`config.mk`:
```
export PLATFORM = sky130hd
export DESIGN_NAME = regfile_write_scheduler_flat
export DESIGN_NICKNAME = d
export VERILOG_FILES = /design/src/rtl/regfile_sched_pkg.sv /design/src/rtl/regfile_write_scheduler_if.sv /design/src/rtl/regfile_wb_fifo.sv /design/src/rtl/regfile_write_scheduler.sv /design/src/flat_wrapper.sv
export SDC_FILE = /design/constraint.sdc
export NUM_CORES = 1
export LEC_CHECK = 0
export BUFFER_PORTS_ARGS = -buffer_cell sky130_fd_sc_hd__buf_2
export CAP_MARGIN = 20
export CORE_ASPECT_RATIO = 0.7
export CORE_MARGIN = 1.5
export CORE_UTILIZATION = 55
export CTS_BUF_LIST = sky130_fd_sc_hd__clkbuf_16
export DETAILED_ROUTE_END_ITERATION = 8
export PLACE_DENSITY = 0.81
export REMOVE_ABC_BUFFERS = 1
export SETUP_SLACK_MARGIN = 0.1
export SLEW_MARGIN = 20
export SYNTH_ARGS = -nofsm -noshare
export SYNTH_HDL_FRONTEND = slang
export SYNTH_SLANG_ARGS = --single-unit
```
`constraint.sdc`:
```
create_clock -name clk -period 11 [get_ports clk]
set_input_delay 2.2 -clock clk [delete_from_list [all_inputs] [get_ports clk]]
set_output_delay 2.2 -clock clk [all_outputs]
set_load 0.01 [all_outputs]
```
`src/rtl/regfile_sched_pkg.sv`:
```
// Shared types and constants for the register-file write scheduler.
// The load-writeback entry pairs a destination index with its data.
package regfile_sched_pkg;

    localparam int XLEN      = 32;
    localparam int REG_IDX_W = 5;
    localparam int NUM_REGS  = 32;

    typedef enum logic {
        S_CLEAR = 1'b0,
        S_RUN   = 1'b1
    } state_e;

    typedef struct packed {
        logic [REG_IDX_W-1:0] dst;
        logic [XLEN-1:0]      data;
    } wb_entry_t;

endpackage

```
`src/rtl/regfile_write_scheduler_if.sv`:
```
// Bundle of writeback, load-issue, decode-hazard and register-file signals.
// The scheduler takes the slave view; upstream and the register file take the master view.
interface regfile_write_scheduler_if #(
    parameter int XLEN = regfile_sched_pkg::XLEN
);
    logic            alu_wb_valid;
    logic [4:0]      alu_wb_dst;
    logic [XLEN-1:0] alu_wb_data;
    logic            ld_issue_valid;
    logic [4:0]      ld_issue_dst;
    logic            ld_issue_ready;
    logic            ld_wb_valid;
    logic [4:0]      ld_wb_dst;
    logic [XLEN-1:0] ld_wb_data;
    logic            ld_wb_ready;
    logic [4:0]      rs1;
    logic [4:0]      rs2;
    logic            hazard;
    logic            init_done;
    logic [4:0]      rf_dst;
    logic [XLEN-1:0] rf_dataIn;
    logic            rf_writeEnable;

    modport slave (
        input  alu_wb_valid, alu_wb_dst, alu_wb_data,
        input  ld_issue_valid, ld_issue_dst,
        input  ld_wb_valid, ld_wb_dst, ld_wb_data,
        input  rs1, rs2,
        output ld_issue_ready, ld_wb_ready, hazard, init_done,
        output rf_dst, rf_dataIn, rf_writeEnable
    );

    modport master (
        output alu_wb_valid, alu_wb_dst, alu_wb_data,
        output ld_issue_valid, ld_issue_dst,
        output ld_wb_valid, ld_wb_dst, ld_wb_data,
        output rs1, rs2,
        input  ld_issue_ready, ld_wb_ready, hazard, init_done,
        input  rf_dst, rf_dataIn, rf_writeEnable
    );
endinterface

```
`src/rtl/regfile_wb_fifo.sv`:
```
// Small synchronous FIFO holding load results that lost write-port arbitration.
// Pointers carry an extra wrap bit so full and empty are distinguishable.
module regfile_wb_fifo
    import regfile_sched_pkg::*;
#(
    parameter int DEPTH = 2
) (
    input  logic      clk,
    input  logic      reset,
    input  logic      push_i,
    input  wb_entry_t push_entry_i,
    input  logic      pop_i,
    output wb_entry_t head_o,
    output logic      full_o,
    output logic      empty_o
);
    localparam int AW = $clog2(DEPTH);

    wb_entry_t     mem_q [DEPTH];
    logic [AW:0]   wr_ptr_q, wr_ptr_d;
    logic [AW:0]   rd_ptr_q, rd_ptr_d;

    assign empty_o = (wr_ptr_q == rd_ptr_q);
    assign full_o  = (wr_ptr_q[AW] != rd_ptr_q[AW]) &&
                     (wr_ptr_q[AW-1:0] == rd_ptr_q[AW-1:0]);
    assign head_o  = mem_q[rd_ptr_q[AW-1:0]];

    always_comb begin
        wr_ptr_d = wr_ptr_q;
        rd_ptr_d = rd_ptr_q;
        if (push_i) wr_ptr_d = wr_ptr_q + (AW+1)'(1);
        if (pop_i)  rd_ptr_d = rd_ptr_q + (AW+1)'(1);
    end

    always_ff @(posedge clk) begin
        if (reset) begin
            wr_ptr_q <= '0;
            rd_ptr_q <= '0;
        end else begin
            wr_ptr_q <= wr_ptr_d;
            rd_ptr_q <= rd_ptr_d;
        end
    end

    // Storage needs no reset: an entry is only read after it was pushed.
    always_ff @(posedge clk) begin
        if (push_i) mem_q[wr_ptr_q[AW-1:0]] <= push_entry_i;
    end

endmodule

```
`src/rtl/regfile_write_scheduler.sv`:
```
// Owns the register file write port: post-reset clear of x1..x31, then ALU-first
// arbitration against buffered load returns, with a per-register load scoreboard.
module regfile_write_scheduler
    import regfile_sched_pkg::*;
#(
    parameter int XLEN      = regfile_sched_pkg::XLEN,
    parameter int LWB_DEPTH = 2
) (
    input  logic                      clk,
    input  logic                      reset,
    regfile_write_scheduler_if.slave  bus
);
    state_e              state_q, state_d;
    logic [4:0]          clr_idx_q, clr_idx_d;
    logic [NUM_REGS-1:0] busy_q, busy_d;

    logic      run, clearing;
    logic      alu_take, pop, push, issue_fire;
    logic      fifo_full, fifo_empty;
    logic      wb_ready, issue_ready;
    wb_entry_t head, push_entry;

    // Outputs are forced idle while reset is held, even before the state register reloads.
    assign run      = (state_q == S_RUN) && !reset;
    assign clearing = (state_q == S_CLEAR) && !reset;

    assign alu_take    = run && bus.alu_wb_valid && (bus.alu_wb_dst != 5'd0);
    assign pop         = run && !alu_take && !fifo_empty;
    assign wb_ready    = run && (!fifo_full || pop);
    assign push        = bus.ld_wb_valid && wb_ready && (bus.ld_wb_dst != 5'd0);
    assign issue_ready = run && !busy_q[bus.ld_issue_dst];
    assign issue_fire  = bus.ld_issue_valid && issue_ready && (bus.ld_issue_dst != 5'd0);

    assign push_entry.dst  = bus.ld_wb_dst;
    assign push_entry.data = bus.ld_wb_data;

    assign bus.ld_wb_ready    = wb_ready;
    assign bus.ld_issue_ready = issue_ready;
    assign bus.init_done      = run;
    assign bus.hazard         = !run || busy_q[bus.rs1] || busy_q[bus.rs2];

    regfile_wb_fifo #(
        .DEPTH (LWB_DEPTH)
    ) u_fifo (
        .clk          (clk),
        .reset        (reset),
        .push_i       (push),
        .push_entry_i (push_entry),
        .pop_i        (pop),
        .head_o       (head),
        .full_o       (fifo_full),
        .empty_o      (fifo_empty)
    );

    always_comb begin
        bus.rf_writeEnable = 1'b0;
        bus.rf_dst         = 5'd0;
        bus.rf_dataIn      = {XLEN{1'b0}};
        if (clearing) begin
            bus.rf_writeEnable = 1'b1;
            bus.rf_dst         = clr_idx_q;
        end else if (alu_take) begin
            bus.rf_writeEnable = 1'b1;
            bus.rf_dst         = bus.alu_wb_dst;
            bus.rf_dataIn      = bus.alu_wb_data;
        end else if (pop) begin
            bus.rf_writeEnable = 1'b1;
            bus.rf_dst         = head.dst;
            bus.rf_dataIn      = head.data;
        end
    end

    // One outstanding load per register means set and clear never target the same bit.
    always_comb begin
        state_d   = state_q;
        clr_idx_d = clr_idx_q;
        busy_d    = busy_q;
        if (state_q == S_CLEAR) begin
            clr_idx_d = clr_idx_q + 5'd1;
            if (clr_idx_q == 5'd31) state_d = S_RUN;
        end
        if (pop)        busy_d[head.dst]         = 1'b0;
        if (issue_fire) busy_d[bus.ld_issue_dst] = 1'b1;
        busy_d[0] = 1'b0;
    end

    always_ff @(posedge clk) begin
        if (reset) begin
            state_q   <= S_CLEAR;
            clr_idx_q <= 5'd1;
            busy_q    <= '0;
        end else begin
            state_q   <= state_d;
            clr_idx_q <= clr_idx_d;
            busy_q    <= busy_d;
        end
    end

    // Decode stalls should make an ALU write to a register with a load in flight impossible.
    alu_busy_write_a: assert property (
        @(posedge clk) disable iff (reset) !(alu_take && busy_q[bus.alu_wb_dst])
    );

endmodule

```
`src/flat_wrapper.sv`:
```
// flat-port wrapper written by rule: the top's interface ports become plain ports
module regfile_write_scheduler_flat import regfile_sched_pkg::*;
#(
    parameter int XLEN      = regfile_sched_pkg::XLEN,
    parameter int LWB_DEPTH = 2
)
  (clk, reset, bus_alu_wb_valid, bus_alu_wb_dst, bus_alu_wb_data, bus_ld_issue_valid, bus_ld_issue_dst, bus_ld_wb_valid, bus_ld_wb_dst, bus_ld_wb_data, bus_rs1, bus_rs2, bus_ld_issue_ready, bus_ld_wb_ready, bus_hazard, bus_init_done, bus_rf_dst, bus_rf_dataIn, bus_rf_writeEnable);
  regfile_write_scheduler_if #(.XLEN(XLEN)) bus_i ();
  input  logic clk;
  input  logic reset;
  input wire logic [$bits(bus_i.alu_wb_valid)-1:0] bus_alu_wb_valid;
  input wire logic [$bits(bus_i.alu_wb_dst)-1:0] bus_alu_wb_dst;
  input wire logic [$bits(bus_i.alu_wb_data)-1:0] bus_alu_wb_data;
  input wire logic [$bits(bus_i.ld_issue_valid)-1:0] bus_ld_issue_valid;
  input wire logic [$bits(bus_i.ld_issue_dst)-1:0] bus_ld_issue_dst;
  input wire logic [$bits(bus_i.ld_wb_valid)-1:0] bus_ld_wb_valid;
  input wire logic [$bits(bus_i.ld_wb_dst)-1:0] bus_ld_wb_dst;
  input wire logic [$bits(bus_i.ld_wb_data)-1:0] bus_ld_wb_data;
  input wire logic [$bits(bus_i.rs1)-1:0] bus_rs1;
  input wire logic [$bits(bus_i.rs2)-1:0] bus_rs2;
  output wire logic [$bits(bus_i.ld_issue_ready)-1:0] bus_ld_issue_ready;
  output wire logic [$bits(bus_i.ld_wb_ready)-1:0] bus_ld_wb_ready;
  output wire logic [$bits(bus_i.hazard)-1:0] bus_hazard;
  output wire logic [$bits(bus_i.init_done)-1:0] bus_init_done;
  output wire logic [$bits(bus_i.rf_dst)-1:0] bus_rf_dst;
  output wire logic [$bits(bus_i.rf_dataIn)-1:0] bus_rf_dataIn;
  output wire logic [$bits(bus_i.rf_writeEnable)-1:0] bus_rf_writeEnable;
  assign bus_i.alu_wb_valid = bus_alu_wb_valid;
  assign bus_i.alu_wb_dst = bus_alu_wb_dst;
  assign bus_i.alu_wb_data = bus_alu_wb_data;
  assign bus_i.ld_issue_valid = bus_ld_issue_valid;
  assign bus_i.ld_issue_dst = bus_ld_issue_dst;
  assign bus_i.ld_wb_valid = bus_ld_wb_valid;
  assign bus_i.ld_wb_dst = bus_ld_wb_dst;
  assign bus_i.ld_wb_data = bus_ld_wb_data;
  assign bus_i.rs1 = bus_rs1;
  assign bus_i.rs2 = bus_rs2;
  assign bus_ld_issue_ready = bus_i.ld_issue_ready;
  assign bus_ld_wb_ready = bus_i.ld_wb_ready;
  assign bus_hazard = bus_i.hazard;
  assign bus_init_done = bus_i.init_done;
  assign bus_rf_dst = bus_i.rf_dst;
  assign bus_rf_dataIn = bus_i.rf_dataIn;
  assign bus_rf_writeEnable = bus_i.rf_writeEnable;
  regfile_write_scheduler #(.XLEN(XLEN), .LWB_DEPTH(LWB_DEPTH)) u_core (.clk(clk), .reset(reset), .bus(bus_i));
endmodule
```
==> impl_metrics.tcl <==
set metrics [dict create \
    slew_violations 0 \
    clock_latency_ps 410 \
    crit_path_end_kind "primary output" \
    grt_max_degree 47 \
    p_total_uw 1075 \
    via_per_inst 6.121 \
    fin_crit_ps 6410 \
    firstDrtPassIters 5 \
    critPathLaunchType "input pin" \
    io_pins 136 \
    numCtsBuffers 17 \
    area_growth_pct 22.83 \
    run_status "finished, final reports clean" \
    clk_pin_slew_ps 50 \
    cts_tree "built" \
    highest_layer "met4" \
    grt-ovfl-total 0 \
    synth_ff_type "edfxtp_1" \
    path_max_fanout 19 \
    ir_drop_uv 109.9 \
    power_density_mw_per_mm2 147.6 \
    max-slew-margin-rel_pct 35.48 \
    wl_met2_mm 7.078 \
    worstSetupPathType "input pin to primary output" \
    vias 4823 \
    grt_pass1_vias 4618 \
    grt_use_total_pct 27.10 \
    postSynth.asyncResetShare_pct 0 \
    n_antenna_cell 0 \
    grt_pass1_wl_mm 23.87 \
    rsz0062_at_grt "false" \
    p_leak_uw 0.002647 \
    antenna_found_initial 0 \
    required_ps 8800 \
    routabilityCongestion 0.8919 \
    setup_tns_ps 0 \
    drt_iter0_drc 462 \
    post-route-drc-count 0 \
    worstHoldPathType "flop to flop" \
    synth-simple-area-share_pct 12.62 \
    wl_met1_mm 6.224 \
    cts_resized 0 \
    wl_mm 15.03 \
    muxShareOfSynthArea_pct 16.59 \
    synth.avg_cell_area_sq_um 11.42 \
    synth_edf_count 74 \
    fin_skew_ps 5.383 \
    ctsHoldBuffers 0 \
    rows 31 \
    max_freq_mhz 156.0 \
    core_sq_mm 0.01043 \
    layout-drive-gt1-share_pct 31.25 \
    yosys.area.top_type "edfxtp_1" \
    post-cts-setup-buffers 0 \
    detail_route.wl_per_cell_um 19.08 \
    met3_wirelength_mm 1.550 \
    post-route-period-util_pct 58.27 \
    synth_compound_area_share_pct 14.20 \
    setup_violations 0 \
    cts-root-buf "clkbuf_16" \
    initial_core_util_pct 56.83 \
    htreeDepth 4 \
    clock_path_buffers 2 \
    syn-cell-area_sq_mm 0.005929 \
    die_y_um 89.87 \
    max_slew.worst_pin.slew_ps 966.7 \
    detail-route-antenna-nets 0 \
    nNetsFinal 739 \
    ys_seq_elements 116 \
    synthAdderAreaFrac_pct 0.4220 \
    synth_top_area_share_pct 37.48 \
    hold_viol 0 \
    dp_hpwl_mm 10.42 \
    synth_cells 519 \
    yosysUniqueCellTypes 59 \
    max_cap_viol_count 0 \
    clock-sinks 116 \
    die_width_um 127.1 \
    synth-xor-area-share_pct 1.329 \
    ys_seq_area_share_pct 51.66 \
    synth.area.top_cells "edfxtp_1 (37%), dfxtp_1 (14%), mux2i_1 (8.1%)" \
    synth_top_family_by_area "multiplexers" \
    die_area_sq_mm 0.01142 \
    place.port_buffers 135 \
    critical_path_arrival_ps 4210 \
    synth_warnings 0 \
]
worst max-delay path, cell delays in order:
cell      delay, ps
buf_2           290
mux4_2          540
a22o_1          280
a211oi_4        300
nand4_4         340
inv_2           110
buf_2           140
cell type report:
cell class | instances | area (sq um)
Clock buffer | 17 | 425.4
Clock inverter | 15 | 181.4
Fill cell | 750 | 3151
Inverter | 10 | 37.54
Multi-Input combinational cell | 360 | 2691
Sequential cell | 116 | 3064
Tap cell | 132 | 165.2
Timing Repair Buffer | 138 | 718.2
synth_stat cells, drive strengths merged (4+ instances only):
| cell | instances |
|---|---|
| edfxtp | 74 |
| nand2 | 66 |
| o21ai | 64 |
| mux2i | 48 |
| dfxtp | 42 |
| nor2 | 25 |
| clkbuf | 24 |
| mux4 | 20 |
| o211ai | 18 |
| inv | 10 |
| buf | 9 |
| nor2b | 9 |
| o311ai | 9 |
| a21oi | 8 |
| nand2b | 8 |
| nor3b | 7 |
| nand3 | 6 |
| nor3 | 5 |
| xnor2 | 5 |
| a31oi | 4 |
| o22ai | 4 |
| xor2 | 4 |
flip-flops by register name (all words and copies together), names as in the netlist, named ones only:
register / cells
u_core.u_fifo.rd_ptr_q: 2
u_core.clr_idx_q: 5
u_core.busy_q: 31
u_core.u_fifo.wr_ptr_q: 2
u_core.state_q: 1
u_core.u_fifo.mem_q: 74
power breakdown:
group	total [uW]	internal [uW]	switching [uW]
Clock	559	357	202
Combinational	50.1	22.4	27.7
Sequential	466	464	1.71
layer usage:
metal	track usage (%)	up-vias
met5	0	-
met3	9.464	18
li1	-	2252
met2	41.53	243
met1	36.22	2310
met4	8.996	0
cell usage in the layout (no fill, tap or decap), types with 9 or more instances in the layout:
cell         n
buf_2      135
clkbuf_16   17
dfxtp_1     41
edfxtp_1    74
inv_1        9
mux2i_1     48
mux4_2      15
nand2_1     65
nor2_1      24
o211ai_1    18
o21ai_0     36
o21ai_1     27
o311ai_0     9
worst paths after layout:
check | start | end | slack (ps) | cells after the start
worst max-delay path | bus_ld_issue_dst[0] | bus_ld_issue_ready | 4590 | 7
worst min-delay path | u_core.u_fifo.wr_ptr_q[1] | u_core.u_fifo.wr_ptr_q[1] | 520 | 2
worst max register to register | u_core.state_q | u_core.u_fifo.mem_q[0][23] | 8160 | 4
worst min register to register | u_core.u_fifo.wr_ptr_q[1] | u_core.u_fifo.wr_ptr_q[1] | 520 | 2
cells by family after synthesis:
family          after synthesis
compound gates              129
buf+inv                      43
simple gates                149
xor+xnor                      9
flops                       116
mux                          71
fa+ha+maj                     2
per-stage QoR:
step                instances  hold slack [ps]  cell area, sq um  setup slack (ps)  utilization, %
floorplan                 486            469.0              5778              4819               -
global placement          755            500.6              6646              4468           63.70
detailed placement        755            508.3              6646              4343           63.70
CTS                       787            517.1              7253              4226           69.52
global route              788            539.1              7283              4426           69.80
finish                    788            520.7              7283              4590           69.80
No activity file was read; power rests on OpenSTA's default activity.
